$ cat src/rtl/tap_pkg.sv
// tap_pkg: TAP state encoding, instruction opcodes and IR capture pattern
package tap_pkg;
  typedef enum logic [3:0] {
    TLR, RTI, SEL_DR, CAP_DR, SHIFT_DR, EXIT1_DR, PAUSE_DR, EXIT2_DR, UPDATE_DR,
    SEL_IR, CAP_IR, SHIFT_IR, EXIT1_IR, PAUSE_IR, EXIT2_IR, UPDATE_IR
  } tap_state_e;
  localparam int OP_EXTEST = 0;
  localparam int OP_IDCODE = 1;
  localparam int OP_SAMPLE = 2;
  localparam int OP_PRELOAD = 3;
  localparam logic [31:0] OP_BYPASS = '1;
  localparam int IR_CAPTURE = 1;
endpackage

$ cat src/rtl/tap_fsm.sv
// tap_fsm: 16-state TAP state register and TMS-driven next-state logic
module tap_fsm
  import tap_pkg::*;
(
  input  logic       tck_i,
  input  logic       rst_i,
  input  logic       tms_i,
  output tap_state_e state_o,
  output tap_state_e next_o
);
  always_ff @(posedge tck_i) state_o <= rst_i ? TLR : next_o;
  always_comb begin
    next_o = TLR;
    case (state_o)
      TLR:                  next_o = tms_i ? TLR : RTI;
      RTI:                  next_o = tms_i ? SEL_DR : RTI;
      SEL_DR:               next_o = tms_i ? SEL_IR : CAP_DR;
      SEL_IR:               next_o = tms_i ? TLR : CAP_IR;
      CAP_DR, SHIFT_DR:     next_o = tms_i ? EXIT1_DR : SHIFT_DR;
      EXIT1_DR:             next_o = tms_i ? UPDATE_DR : PAUSE_DR;
      PAUSE_DR:             next_o = tms_i ? EXIT2_DR : PAUSE_DR;
      EXIT2_DR:             next_o = tms_i ? UPDATE_DR : SHIFT_DR;
      CAP_IR, SHIFT_IR:     next_o = tms_i ? EXIT1_IR : SHIFT_IR;
      EXIT1_IR:             next_o = tms_i ? UPDATE_IR : PAUSE_IR;
      PAUSE_IR:             next_o = tms_i ? EXIT2_IR : PAUSE_IR;
      EXIT2_IR:             next_o = tms_i ? UPDATE_IR : SHIFT_IR;
      UPDATE_DR, UPDATE_IR: next_o = tms_i ? SEL_DR : RTI;
      default:              next_o = TLR;
    endcase
  end
endmodule

$ cat src/rtl/tap_controller.sv
// tap_controller: JTAG TAP with IR, IDCODE/bypass registers, BSR strobes and TDO mux
module tap_controller
  import tap_pkg::*;
#(
  parameter int          IR_LEN     = 4,
  parameter logic [31:0] IDCODE_VAL = 32'h1000_0001
) (
  input  logic       tck_i,
  input  logic       rst_i,
  input  logic       tms_i,
  input  logic       tdi_i,
  input  logic       bsr_so_i,
  output logic       tdo_o,
  output logic       tdo_en_o,
  output logic       bsr_si_o,
  output logic       clock_dr_en_o,
  output logic       shift_dr_o,
  output logic       update_dr_o,
  output logic       sample_o,
  output logic       preload_o,
  output logic       mode_o,
  output logic [3:0] tap_state_o
);
  localparam logic [IR_LEN-1:0] EXTEST = IR_LEN'(OP_EXTEST);
  localparam logic [IR_LEN-1:0] IDCODE = IR_LEN'(OP_IDCODE);
  localparam logic [IR_LEN-1:0] SAMPLE = IR_LEN'(OP_SAMPLE);
  localparam logic [IR_LEN-1:0] PRELOAD = IR_LEN'(OP_PRELOAD);
  tap_state_e state, nxt_state;
  logic [IR_LEN-1:0] ir_q, ir_shift;
  logic [31:0] idcode_shift;
  logic bypass, sel_bsr, sel_idcode;
  tap_fsm u_fsm (
    .tck_i  (tck_i),
    .rst_i  (rst_i),
    .tms_i  (tms_i),
    .state_o(state),
    .next_o (nxt_state)
  );
  assign sel_bsr = ir_q == EXTEST || ir_q == SAMPLE || ir_q == PRELOAD;
  assign sel_idcode = ir_q == IDCODE;
  always_ff @(posedge tck_i) begin
    if (rst_i) begin
      ir_q <= IDCODE;
      ir_shift <= '0;
      idcode_shift <= '0;
      bypass <= 1'b0;
    end else begin
      if (state == CAP_IR) ir_shift <= IR_LEN'(IR_CAPTURE);
      if (state == SHIFT_IR) ir_shift <= {tdi_i, ir_shift[IR_LEN-1:1]};
      if (nxt_state == TLR) ir_q <= IDCODE;
      else if (state == UPDATE_IR) ir_q <= ir_shift;
      if (state == CAP_DR) begin
        idcode_shift <= IDCODE_VAL;
        bypass <= 1'b0;
      end
      if (state == SHIFT_DR && sel_idcode) idcode_shift <= {tdi_i, idcode_shift[31:1]};
      if (state == SHIFT_DR && !sel_bsr && !sel_idcode) bypass <= tdi_i;
    end
  end
  // Any opcode not decoded as BSR or IDCODE falls through to the bypass bit
  assign tdo_o = state == SHIFT_IR ? ir_shift[0] :
                 state != SHIFT_DR ? 1'b0 :
                 sel_bsr ? bsr_so_i : sel_idcode ? idcode_shift[0] : bypass;
  assign tdo_en_o = state == SHIFT_IR || state == SHIFT_DR;
  assign bsr_si_o = tdi_i;
  assign sample_o = ir_q == SAMPLE || ir_q == EXTEST;
  assign preload_o = ir_q == PRELOAD || ir_q == EXTEST;
  assign mode_o = ir_q == EXTEST;
  assign clock_dr_en_o = sel_bsr && (state == CAP_DR || state == SHIFT_DR);
  assign shift_dr_o = state == SHIFT_DR;
  assign update_dr_o = sel_bsr && state == UPDATE_DR;
  assign tap_state_o = state;
endmodule

$ cat config.mk
export PLATFORM = sky130hd
export DESIGN_NAME = tap_controller
export DESIGN_NICKNAME = d
export VERILOG_FILES = /design/src/rtl/tap_pkg.sv /design/src/rtl/tap_fsm.sv /design/src/rtl/tap_controller.sv
export SDC_FILE = /design/constraint.sdc
export NUM_CORES = 1
export LEC_CHECK = 0
export ABC_AREA = 0
export BUFFER_PORTS_ARGS = -buffer_cell sky130_fd_sc_hd__buf_2
export CELL_PAD_IN_SITES_DETAIL_PLACEMENT = 0
export CELL_PAD_IN_SITES_GLOBAL_PLACEMENT = 1
export CORE_ASPECT_RATIO = 0.5
export CORE_UTILIZATION = 34
export DETAILED_ROUTE_END_ITERATION = 16
export PLACE_DENSITY_LB_ADDON = 0.1
export SLEW_MARGIN = 20
export SYNTH_ARGS = -nofsm -noshare
export SYNTH_HDL_FRONTEND = slang
export SYNTH_SLANG_ARGS = --single-unit
$ cat constraint.sdc
create_clock -name tck_i -period 5.27 [get_ports tck_i]
set_clock_uncertainty 0.05 [all_clocks]
set_input_delay 1.3175 -clock tck_i [delete_from_list [all_inputs] [get_ports tck_i]]
set_output_delay 1.3175 -clock tck_i [all_outputs]
set_load 0.03 [all_outputs]
==> impl_metrics.ini <==
[outcome]
status = finished clean

[synth]
async_flop_share_pct = 0
synth_top_cell_by_area = dfxtp_1
synth_area_leaders = dfxtp_1, o211ai_1, a21oi_1
synth_top_area_share_pct = 41.69
synth_edf_count = 0
yosys.area_share.simple_pct = 18.36
synth_top_family_by_area = compound AO/OA/AOI/OAI gates
ys_warn_count = 0
syn_area_um2 = 2161
synthXorXnorAreaFrac_pct = 0.8107
seq_area_frac_synth_pct = 41.69
synth_compound_area_share_pct = 27.39
synth-main-ff-cell = dfxtp_1
muxShareOfSynthArea_pct = 1.390
yosysUniqueCellTypes = 42
synth-adder-area-share_pct = 0
syn_area_per_cell_um2 = 8.575
synth.net_count = 257
syn_inst = 252
ys_seq_elements = 45

[timing]
worst_pin_slew_ns = 0.7901
rsz0062_at_grt = no
hold_slack_ns = 0.4129
period_needed_ns = 3.915
period_share_pct = 74.29
slew_headroom_pct = 47.33
slew_violations = 0
setup_viol = 0
tns_ns = 0
finalHoldViolCount = 0
max_freq_mhz = 255.4
setup_slack_ns = 1.355

[die]
die_x_um = 114.7
initial_core_util_pct = 35.39
io_pins = 18
rows = 20
core_um2 = 6106
dieArea_um2 = 6697
die_h_um = 58.37

[route]
viasPerCell = 5.424
drc_errors = 0
wl_per_cell_um = 14.40
routed_wl_um = 4852
routed-via-count = 1828
first_pass_iters = 4
first_iter_violations = 78
ant_nets = 0

[power]
p_leak_nw = 0.7879
ir_drop_mv = 0.1297
power.total_mw = 0.7489
power_density_nw_per_um2 = 315.5

[cts]
cts_inserted_buffers = 5
cts_resized = 0
cts_max_path_buffers = 2
clk_latency_ns = 0.28
cts_tree = yes
cts_sinks = 45
postCtsSetupRepairBufs = 0
htree_levels = 2
cts-root-buf = clkbuf_16
clk_pin_slew_ns = 0.07
cts_hold_buf = 0

[worst_setup_path]
critPathSlowestCell = or4b_1
worstPathMaxFanout = 34
end_kind = output port
cp_top_family = simple AND/OR/NAND/NOR gates
arrival_ns = 2.55
startpoint = u_fsm.state_o[2]
required_ns = 3.90
worstSetupPathType = flip-flop to output port
cpMostUsedCell = o21ai_0
critical_path_buf_inv_count = 2
cp_cell_sequence = or4b_1, clkinv_8, o21ai_0, o21ai_0, buf_2
r2r_start = u_fsm.state_o[2]
worstSetupStartpointType = flip-flop
max_stage_delay_ns = 0.82

[cells_and_area]
antennaDiodeCount = 0
final_common_cell = dfxtp_1
fin_util_pct = 38.87
fin_nets = 253
area_growth_pct = 9.844
drive_above_1_share_pct = 13.25
layout_common_cells = dfxtp_1, a21oi_1, nand3_1, o211ai_1, buf_2

[worst_hold_path]
hold_path.class = flip-flop to flip-flop
min_from = idcode_shift[30]

[place]
gp_congestion = 0.7093
portBuffers = 17
hpwl_um = 2752
place_ws_ns = 1.699

[grt]
grt_max_degree = 43
grt_overflow = 0
grt_use_total_pct = 15.83
grt_pass1_vias = 1695
antenna_found_initial = 0
grt_pass1_wl_um = 8204

[run]
max_cap_violations = 0
## metal layers
metal | wire (um) | track usage, %
met5 | 0 | 0
met4 | 34 | 4.453
met3 | 92 | 4.634
met2 | 1958 | 23.38
met1 | 2767 | 22.53
## cell usage after synthesis, drive strengths merged, types with 2 or more instances
cell type,count
dfxtp,45
a21oi,37
nand3,35
o211ai,33
clkbuf,16
buf,15
nor2,10
inv,7
nand2,7
a211o,4
o21ai,4
a31oi,3
mux2i,3
nor3,3
a311oi,2
and3b,2
nand3b,2
nor2b,2
nor3b,2
nor4b,2
or4b,2
## where the power goes
group          switching, mW  internal, mW  total, mW  leakage, nW
Sequential           0.00872         0.343      0.351        0.363
Clock                  0.135         0.225      0.359       0.0810
Combinational         0.0257        0.0124     0.0381        0.344
Total                  0.169         0.580      0.749        0.788
## final cells by class
class | count | area [um^2]
clock buffer | 6 | 128.9
inverter | 8 | 42.54
clock inverter | 2 | 38.79
multi-input combinational | 168 | 1045
tap | 88 | 110.1
fill | 658 | 3732
sequential | 45 | 900.9
timing repair buffer | 20 | 107.6
## kinds of logic (layout without fill, tap and decap cells)
| family | count (synthesis) | after routing |
|---|---|---|
| compound gates | 91 | 91 |
| xor+xnor | 2 | 2 |
| buf+inv | 39 | 36 |
| flops | 45 | 45 |
| mux | 3 | 3 |
| simple gates | 72 | 72 |
## state kept, by name, summed over array words and instances, names as in the netlist
name	count
bypass	1
idcode_shift	32
ir_q	4
ir_shift	4
u_fsm.state_o	4
## worst min-delay path, cell delays in order (launching register included)
cell     delay (ns)
dfxtp_1        0.31
nand3_1        0.06
a21oi_1        0.05
## per-stage QoR
stage	std cells	cell area, um^2
2_1_floorplan	252	2161
3_3_place_gp	329	2206
3_5_place_dp	329	2206
4_1_cts	337	2374
5_1_grt	337	2374
6_report	337	2374
## path summary, 6_finish.rpt
check	to	cells after the start	slack (ns)
max	tdo_o	5	1.35
min	idcode_shift[29]	2	0.41
max reg2reg	idcode_shift[0]	4	2.88
min reg2reg	idcode_shift[29]	2	0.41
No activity file was read; power rests on OpenSTA's default activity.
